`config.mk`:
```
export PLATFORM = sky130hd
export DESIGN_NAME = mem_req_scheduler
export DESIGN_NICKNAME = d
export VERILOG_FILES = /design/src/rtl/mem_req_scheduler.sv
export SDC_FILE = /design/constraint.sdc
export NUM_CORES = 1
export LEC_CHECK = 0
export BUFFER_PORTS_ARGS = -buffer_cell sky130_fd_sc_hd__buf_2
export CAP_MARGIN = 20
export CORE_ASPECT_RATIO = 0.8
export CORE_MARGIN = 2
export CORE_UTILIZATION = 60
export CTS_BUF_LIST = sky130_fd_sc_hd__clkbuf_2
export DETAILED_ROUTE_END_ITERATION = 10
export PLACE_DENSITY = 0.95
export SLEW_MARGIN = 20
export SYNTH_ARGS = -nofsm -noshare
export SYNTH_HDL_FRONTEND = slang
export SYNTH_SLANG_ARGS = --single-unit
```
`constraint.sdc`:
```
create_clock -name aclk -period 27.4 [get_ports aclk]
set_input_delay 2.74 -clock aclk [delete_from_list [all_inputs] [get_ports aclk]]
set_output_delay 2.74 -clock aclk [all_outputs]
set_load 0.01 [all_outputs]
```
`src/rtl/mem_req_scheduler.sv`:
```
// mem_req_scheduler
//   Shares the single bridge read port between the ICache and DCache read
//   streams, and posts DCache writes into a WB_DEPTH-entry FIFO that drains
//   to the bridge write port one outstanding write at a time. A read whose
//   cache line (addr[31:4]) matches a buffered or in-flight write is held
//   back until that write has completed.
//   Optional feature macro: STARVE_GUARD_EN. When defined, an ICache
//   starvation counter flips read priority to the ICache after STARVE_LIMIT
//   consecutive denied cycles. When undefined, DCache always has priority.
//
// Handshake: every *_req/*_rdy pair transfers one item in a cycle where both
// are 1. Requesters keep req and payload stable until their rdy is seen;
// a read selected but not accepted is latched and shown unchanged on rd_*
// until rd_rdy. All *_req and *_rdy outputs are 0 while reset is 1.
module mem_req_scheduler #(
  parameter int WB_DEPTH     = 2,
  parameter int STARVE_LIMIT = 8
) (
  input  logic         aclk,
  input  logic         reset,
  input  logic         i_ic_rd_req,
  input  logic [2:0]   i_ic_rd_type,
  input  logic [31:0]  i_ic_rd_addr,
  output logic         o_ic_rd_rdy,
  input  logic         i_dc_rd_req,
  input  logic [2:0]   i_dc_rd_type,
  input  logic [31:0]  i_dc_rd_addr,
  output logic         o_dc_rd_rdy,
  input  logic         i_dc_wr_req,
  input  logic [2:0]   i_dc_wr_type,
  input  logic [31:0]  i_dc_wr_addr,
  input  logic [3:0]   i_dc_wr_wstrb,
  input  logic [127:0] i_dc_wr_data,
  output logic         o_dc_wr_rdy,
  output logic         o_rd_req,
  output logic [2:0]   o_rd_type,
  output logic [31:0]  o_rd_addr,
  output logic         o_rd_id,
  input  logic         i_rd_rdy,
  output logic         o_wr_req,
  output logic [2:0]   o_wr_type,
  output logic [31:0]  o_wr_addr,
  output logic [3:0]   o_wr_wstrb,
  output logic [127:0] o_wr_data,
  input  logic         i_wr_rdy,
  input  logic         i_wr_done,
  output logic         o_rd_state
);

  localparam int PW = $clog2(WB_DEPTH);
  localparam int CW = PW + 1;

  if ((WB_DEPTH < 2) || ((WB_DEPTH & (WB_DEPTH - 1)) != 0)) begin : g_bad_depth
    $error("WB_DEPTH must be a power of two and at least 2");
  end
  if ((STARVE_LIMIT < 1) || (STARVE_LIMIT > 255)) begin : g_bad_limit
    $error("STARVE_LIMIT must be in 1..255");
  end

  typedef enum logic {S_IDLE = 1'b0, S_HOLD = 1'b1} rd_state_t;

  logic [2:0]    r_wb_type  [WB_DEPTH];
  logic [31:0]   r_wb_addr  [WB_DEPTH];
  logic [3:0]    r_wb_wstrb [WB_DEPTH];
  logic [127:0]  r_wb_data  [WB_DEPTH];
  logic [WB_DEPTH-1:0] r_wb_vld;
  logic [PW-1:0] r_wr_ptr;
  logic [PW-1:0] r_rd_ptr;
  logic [CW-1:0] r_count;
  logic          r_wr_busy;
  logic [27:0]   r_busy_line;

  rd_state_t     r_state;
  logic          r_hold_id;
  logic [2:0]    r_hold_type;
  logic [31:0]   r_hold_addr;

  logic w_full, w_empty, w_push, w_pop;
  logic w_ic_hazard, w_dc_hazard, w_ic_elig, w_dc_elig, w_pick_ic, w_prio;

  assign w_full      = (r_count == CW'(WB_DEPTH));
  assign w_empty     = (r_count == '0);
  assign o_dc_wr_rdy = ~w_full & ~reset;
  assign w_push      = i_dc_wr_req & o_dc_wr_rdy;
  assign o_wr_req    = ~w_empty & ~r_wr_busy & ~reset;
  assign w_pop       = o_wr_req & i_wr_rdy;
  assign o_wr_type   = r_wb_type[r_rd_ptr];
  assign o_wr_addr   = r_wb_addr[r_rd_ptr];
  assign o_wr_wstrb  = r_wb_wstrb[r_rd_ptr];
  assign o_wr_data   = r_wb_data[r_rd_ptr];
  assign o_rd_state  = (r_state == S_HOLD);

  // Write buffer payload storage; validity is tracked separately so no reset is needed.
  always_ff @(posedge aclk) begin
    if (w_push) begin
      r_wb_type[r_wr_ptr]  <= i_dc_wr_type;
      r_wb_addr[r_wr_ptr]  <= i_dc_wr_addr;
      r_wb_wstrb[r_wr_ptr] <= i_dc_wr_wstrb;
      r_wb_data[r_wr_ptr]  <= i_dc_wr_data;
    end
  end

  // Write buffer pointers, occupancy and per-entry valid flags.
  always_ff @(posedge aclk) begin
    if (reset) begin
      r_wr_ptr <= '0;
      r_rd_ptr <= '0;
      r_count  <= '0;
      r_wb_vld <= '0;
    end else begin
      if (w_push) begin
        r_wr_ptr           <= r_wr_ptr + PW'(1);
        r_wb_vld[r_wr_ptr] <= 1'b1;
      end
      if (w_pop) begin
        r_rd_ptr           <= r_rd_ptr + PW'(1);
        r_wb_vld[r_rd_ptr] <= 1'b0;
      end
      case ({w_push, w_pop})
        2'b10:   r_count <= r_count + CW'(1);
        2'b01:   r_count <= r_count - CW'(1);
        default: r_count <= r_count;
      endcase
    end
  end

  // Single outstanding bridge write: busy from issue until the B pulse.
  always_ff @(posedge aclk) begin
    if (reset) begin
      r_wr_busy   <= 1'b0;
      r_busy_line <= '0;
    end else if (w_pop) begin
      r_wr_busy   <= 1'b1;
      r_busy_line <= o_wr_addr[31:4];
    end else if (i_wr_done) begin
      r_wr_busy   <= 1'b0;
    end
  end

  // Line-overlap hazard of each read against buffered and in-flight writes.
  always_comb begin
    w_ic_hazard = r_wr_busy & (r_busy_line == i_ic_rd_addr[31:4]);
    w_dc_hazard = r_wr_busy & (r_busy_line == i_dc_rd_addr[31:4]);
    for (int i = 0; i < WB_DEPTH; i++) begin
      if (r_wb_vld[i] && (r_wb_addr[i][31:4] == i_ic_rd_addr[31:4])) w_ic_hazard = 1'b1;
      if (r_wb_vld[i] && (r_wb_addr[i][31:4] == i_dc_rd_addr[31:4])) w_dc_hazard = 1'b1;
    end
  end

  assign w_ic_elig = i_ic_rd_req & ~w_ic_hazard;
  assign w_dc_elig = i_dc_rd_req & ~w_dc_hazard;
  assign w_pick_ic = w_ic_elig & (~w_dc_elig | w_prio);

  // Bridge read request: live winner in IDLE, latched selection in HOLD.
  always_comb begin
    o_rd_req  = 1'b0;
    o_rd_id   = 1'b0;
    o_rd_type = '0;
    o_rd_addr = '0;
    if (!reset) begin
      if (r_state == S_HOLD) begin
        o_rd_req  = 1'b1;
        o_rd_id   = r_hold_id;
        o_rd_type = r_hold_type;
        o_rd_addr = r_hold_addr;
      end else if (w_ic_elig || w_dc_elig) begin
        o_rd_req  = 1'b1;
        o_rd_id   = ~w_pick_ic;
        o_rd_type = w_pick_ic ? i_ic_rd_type : i_dc_rd_type;
        o_rd_addr = w_pick_ic ? i_ic_rd_addr : i_dc_rd_addr;
      end
    end
  end

  assign o_ic_rd_rdy = i_rd_rdy & o_rd_req & ~o_rd_id;
  assign o_dc_rd_rdy = i_rd_rdy & o_rd_req & o_rd_id;

  // Read arbitration FSM: latch an unaccepted selection and hold it until rd_rdy.
  always_ff @(posedge aclk) begin
    if (reset) begin
      r_state     <= S_IDLE;
      r_hold_id   <= 1'b0;
      r_hold_type <= '0;
      r_hold_addr <= '0;
    end else begin
      case (r_state)
        S_IDLE: begin
          if (o_rd_req && !i_rd_rdy) begin
            r_state     <= S_HOLD;
            r_hold_id   <= o_rd_id;
            r_hold_type <= o_rd_type;
            r_hold_addr <= o_rd_addr;
          end
        end
        S_HOLD: begin
          if (i_rd_rdy) r_state <= S_IDLE;
        end
        default: r_state <= S_IDLE;
      endcase
    end
  end

`ifdef STARVE_GUARD_EN
  logic [7:0] r_starve_cnt;
  logic       r_prio;
  logic       w_at_limit;

  // Reaching the limit gives ICache priority in that same cycle; r_prio keeps it until served.
  assign w_at_limit = (r_starve_cnt == 8'(STARVE_LIMIT));
  assign w_prio     = r_prio | w_at_limit;

  // Count consecutive denied ICache cycles; flip priority at the limit.
  always_ff @(posedge aclk) begin
    if (reset) begin
      r_starve_cnt <= '0;
      r_prio       <= 1'b0;
    end else begin
      if (!i_ic_rd_req || o_ic_rd_rdy) r_starve_cnt <= '0;
      else if (!w_at_limit)            r_starve_cnt <= r_starve_cnt + 8'd1;
      if (o_ic_rd_rdy)     r_prio <= 1'b0;
      else if (w_at_limit) r_prio <= 1'b1;
    end
  end
`else
  assign w_prio = 1'b0;
`endif

endmodule

```
After elaboration in Yosys (flattened, before gate mapping)

Memories as Yosys holds them, arrays and structs flattened. A register that Yosys moved wholly into a read port is not among the register bits.
Cells that the tools add are included.

Flip-flop bits (word level): 72
Input port bits: 245
Logic and storage cells: 111
Output and inout port bits: 209
Memories kept: 4
RAM bits: 334

Memory list:

| name       | words | bits a word | read ports | clocked after memory_dff | write ports | RTL line | source |
|---|---|---|---|---|---|---|---|
| r_wb_data  | 2     | 128         | 1          | 1                        | 1           | 65       | `logic [127:0] r_wb_data [WB_DEPTH];` |
| r_wb_addr  | 2     | 32          | 3          | 1                        | 1           | 63       | `logic [31:0] r_wb_addr [WB_DEPTH];` |
| r_wb_wstrb | 2     | 4           | 1          | 1                        | 1           | 64       | `logic [3:0] r_wb_wstrb [WB_DEPTH];` |
| r_wb_type  | 2     | 3           | 1          | 1                        | 1           | 62       | `logic [2:0] r_wb_type [WB_DEPTH];` |

Reduce and logical (&&, ||, !) cells: 13
Mux-type cells: 41
Bitwise gates (word level): 26
Add/sub/neg operators: 4
Eq/ne operators: 9
$lt $le $gt $ge: 4

Operators with widths:

| operator            | number |
|---|---|
| $eq 28x28->1        | 6 |
| $mux 32             | 4 |
| $mux 1              | 26 |
| $and 1x1->1         | 13 |
| $mux 3              | 4 |
| $not 1->1           | 10 |
| $logic_and 1x1->1   | 7 |
| $mux 2              | 3 |
| $eq 2x2->1 const B  | 2 |
| $lt 1x2->1 const B  | 2 |
| $pmux 2 s2          | 1 |
| $reduce_bool 2->1   | 2 |
| $add 1x1->1 const B | 2 |
| $add 2x1->2 const B | 1 |
| $and 2x2->2         | 1 |
| $demux 1 s1         | 2 |
| $eq 2x1->1 const B  | 1 |
| $ge 1x1->1 const B  | 2 |
| $logic_not 2->1     | 1 |
| $not 2->2           | 1 |
| $or 2x2->2          | 1 |
| $pmux 1 s2          | 1 |
| $reduce_and 2->1    | 1 |
| $sub 2x1->2 const B | 1 |
| 2 further kinds     | 2 |

Logic depth before layout (Yosys ltp)

An unclocked memory read counts as a cell.

Depth in word-level cells: 15
Gate-level depth with buffers: 10
Depth with buffers taken out: 8

Worst setup path before layout

OpenSTA, ideal clock, no wires.

Path kind: input-to-reg
From: input port reset
To: memory r_wb_addr[0][0] (enable)
Setup time: 0.698 ns
Required time: 26.702 ns
Buffers on the path: 0
Path slack: 16.556 ns
Stages on the path: 3
Arrival time: 10.146 ns
Cell sequence: a21oi_1 > nand2_1 > nor2_1

Word-level cells in the longest chain between the ends: 5

Ends and longest elaborated chain:

| item                         | RTL line | source |
|---|---|---|
| start, declared              | 20       | `input logic reset,` |
| $not 1->1                    | 83       | `assign o_dc_wr_rdy = ~w_full & ~reset;` |
| $and 1x1->1                  | 83       |  |
| $and 1x1->1                  | 84       | `assign w_push = i_dc_wr_req & o_dc_wr_rdy;` |
| $mux 1                       | 95       | `if (w_push) begin` |
| $mux 1 (not written as such) | 97       | `r_wb_addr[r_wr_ptr] <= i_dc_wr_addr;` |
| end, declared                | 63       |  |

No other way between the ends.

Worst setup path after layout

From: input port i_dc_rd_addr[23]
To: output port o_rd_addr[1]

Word-level cells in the longest chain between the ends: 12
Elaborated cells on any way between the ends: 17
Classes of those cells: eq/ne: 3; mux: 6; bitwise: 5; reduce/logical: 3

Ends and longest elaborated chain:

| item                                             | RTL line | source |
|---|---|---|
| start, declared                                  | 27       | `input logic [31:0] i_dc_rd_addr,` |
| $eq 28x28->1, on equally long branches           | 143, 146 |  |
| $and 1x1->1 or $logic_and 1x1->1 (tied branches) | 143, 146 |  |
| $mux 1                                           | 146      | `if (r_wb_vld[i] && (r_wb_addr[i][31:4] == i_dc_rd_addr[31:4])) w_dc_hazard = 1'b1;` |
| $mux 1 (*)                                       | 146      |  |
| $not 1->1 (*)                                    | 151      | `assign w_dc_elig = i_dc_rd_req & ~w_dc_hazard;` |
| $and 1x1->1 (*)                                  | 151      |  |
| $not 1->1                                        | 152      | `assign w_pick_ic = w_ic_elig & (~w_dc_elig \| w_prio);` |
| $and 1x1->1                                      | 152      |  |
| $mux 32                                          | 170      | `o_rd_addr = w_pick_ic ? i_ic_rd_addr : i_dc_rd_addr;` |
| $mux 32 (*)                                      | 166      | `end else if (w_ic_elig \|\| w_dc_elig) begin` |
| $mux 32 (*)                                      | 161      | `if (r_state == S_HOLD) begin` |
| $mux 32 (*)                                      | 160      | `if (!reset) begin` |
| end, declared                                    | 37       | `output logic [31:0] o_rd_addr,` |

Mark *: on every way between the ends. The rest lies on a longest branch, timed or not.

==> impl_metrics.yaml <==
cells_and_area:
  drive_gt1_frac: 0.4783
  num-nets-final: 1969
  final_core_util: 0.7137
  syn_to_final_growth_pct: 18.01
clock_network:
  clockRootBuffer: "clkbuf_2"
  cts_buffer_depth: 3
  cts_tree: "yes"
  cts_buffers: 96
  clkSinkCount: 407
  clk_pin_slew_ns: 0.09
  htree_levels: 3
  post-cts-setup-buffers: 0
  cts_hold_buf: 0
  clk_latency_ns: 0.97
  cts_resized: 0
global_routing:
  grt_pass1_wl_um: 80210
  grt_overflow_total: 0
  antenna_found_initial: 18
  track_usage: 0.3450
  grt_pass1_vias: 13270
  grt_start_max_net_pins: 81
floorplan:
  die_w_um: 199.0
  fp.dieH_um: 160.0
  start_util: 0.6048
  dieArea_um2: 31830
  core_area_um2: 30170
  row_count: 57
  io_pins: 454
synthesis:
  synth_edf_count: 334
  synthCells: 1282
  synth_compound_area_frac: 0.05973
  synth-seq-cells: 407
  synth_xor_area_frac: 0.08256
  synth_top_area_frac: 0.5497
  yosys_warnings: 0
  synth_top_family_by_area: "multiplexers"
  synth_ff_type: "edfxtp_1"
  synth_top_cell_by_area: "edfxtp_1"
  synth-simple-area-share: 0.09154
  synthAdderAreaFrac: 0.0006857
  synth_nets: 1528
  netlist_top_cells_area: "edfxtp_1 55%, mux2_2 10%, dfxtp_1 8.0%"
  synth_mux_area_frac: 0.1031
  synthArstFlopShare: 0
  syn_avg_cell_area_um2: 14.23
  synth_area_um2: 18250
  seq_area_frac_synth: 0.6298
  synth.distinct_cells: 44
critical_path:
  rr_worst_depth: 4
  worstPathArrival_ns: 5.57
  worstPathMaxFanout: 70
  cp.required_ns: 24.66
  startpoint_type: "input port"
  r2r_slack_ns: 24.35
  worstSetupEndpointType: "primary output"
  startpoint: "i_dc_rd_addr[23]"
  timing.rr.end: "r_busy_line[9]"
  criticalPathCategory: "input port to primary output"
pwr:
  power.density_nw_per_um2: 61.63
  ir_worst_vdd_mv: 0.05596
  p_leak_uw: 0.008282
drt:
  drt_wl_total_um: 55520
  post_drt_via_cell_ratio: 5.889
  drcViolationCount: 0
  vias: 13100
  ant_nets: 0
  drt-initial-drc-count: 1137
  wl_per_cell_um: 24.96
  drtPass1Iterations: 5
placement:
  io_buffers: 453
  gp_congestion: 1.029
  dp_hpwl_um: 39250
sta:
  fmax_mhz: 120.3
  setup_viol: 0
  relSlewSlack: 0.2652
  worst_slew_pin_slew_ns: 1.102
  maxSlewViolCount: 0
  finalSetupTns_ns: 0
  fin_crit_sh: 0.3033
  fin_crit_ns: 8.311
  finalHoldViolCount: 0
  fin_skew_ns: 0.09805
  rsz0062_at_grt: "false"
hold_path:
  hold-path-cell-count: 2
  hold_class: "flip-flop to flip-flop"
  hold_path.startpoint: "r_hold_id"
  hold_end: "r_hold_id"
outcome:
  status: "finished, final reports clean"
job:
  cap_violations: 0
cells in the final DEF (no fill, tap or decap), types with 11 or more instances in the layout:
cell / n
a21o_1: 28
a21oi_1: 34
a221oi_2: 34
buf_2: 452
buf_4: 14
clkbuf_2: 138
clkinv_1: 30
dfxtp_1: 71
diode_2: 11
edfxtp_1: 334
mux2_2: 167
nand3_1: 14
nand4_1: 29
nor2_1: 76
nor3_1: 36
nor3_2: 34
nor3b_1: 29
nor4_1: 44
xnor2_1: 117
xor2_1: 55
worst max-delay path: stages:
cell      delay (ns)
buf_2           0.16
xnor2_1         0.30
nand4_1         0.20
or4_4           0.56
o22ai_1         0.47
nor2_4          0.03
buf_4           0.39
a221oi_2        0.43
nor3_2          0.07
buf_2           0.18
worst max-delay path by stage:
| stage | slack, ns | cells after the start | endpoint |
|---|---|---|---|
| after floorplan | 16.56 | 3 | r_wb_addr[0][0] |
| after global placement | 19.11 | 10 | o_rd_type[1] |
| after detailed placement | 19.09 | 10 | o_rd_type[1] |
| after CTS | 19.10 | 10 | o_rd_type[1] |
| after global routing | 18.95 | 10 | o_rd_addr[18] |
| final | 19.09 | 10 | o_rd_addr[1] |
cell usage after synthesis (6+ instances only):
cell type	n
edfxtp_1	334
mux2_2	167
xnor2_1	117
nor2_1	79
dfxtp_1	73
clkbuf_1	61
xor2_1	55
nor4_1	44
nor3_1	36
a21oi_1	34
a221oi_2	34
nor3_2	34
buf_2	29
nand4_1	29
nor3b_1	29
a21o_1	28
nand3_1	16
clkbuf_2	12
buf_1	11
nand2_1	10
buf_6	7
o21ai_0	7
a31oi_1	6
cells by family (layout without fill, tap and decap cells):
group	after synthesis	in the layout
buf+inv	128	646
compound gates	122	122
xor+xnor	172	172
other cells	0	11
fa+ha+maj	1	1
simple gates	285	285
flops	407	407
mux	167	167
power by group:
| part | switching, uW | total [uW] | internal [uW] |
|---|---|---|---|
| Combinational | 117 | 201 | 83.8 |
| Sequential | 19.4 | 721 | 702 |
| Clock | 249 | 405 | 156 |
state kept, by name, indices dropped and copies added (netlist names), named ones only:
name         cells
r_wb_type        6
r_hold_id        1
o_rd_state       1
r_count          2
r_busy_line     28
r_wr_ptr         1
r_wr_busy        1
r_hold_type      3
r_hold_addr     32
r_rd_ptr         1
r_wb_addr       64
r_wb_wstrb       8
r_wb_vld         2
r_wb_data      256
area by class of cell:
cell class                      instances  area, um^2
Clock buffer                          138       690.7
Fill cell                            1964        8636
Multi-Input combinational cell        747        6206
Antenna cell                           11       27.53
Timing Repair Buffer                  466        2367
Tap cell                              413       516.7
Clock inverter                         37       209.0
Sequential cell                       407       11500
Inverter                                5       18.77
metrics by stage:
step	total power (uW)	hold slack (ns)	area, um^2	worst slack (ns)	std cells
after floorplan	853.7	0.4367	18250	16.56	1282
after global placement	923.8	0.4426	20590	19.11	2038
after detailed placement	931.0	0.4554	20590	19.09	2038
after CTS	1331	0.4685	21490	19.10	2213
after global routing	1374	0.4886	21520	18.95	2218
final	1327	0.4707	21530	19.09	2224
layer usage:
metal,track usage,share of wire,vias to the layer above
met5,0,0.0029,-
met2,0.5822,0.49,848
met4,0.1421,0.041,24
met3,0.1185,0.11,164
li1,-,-,5755
met1,0.4037,0.36,6306
Note: power is estimated with default switching activity, not from simulation.
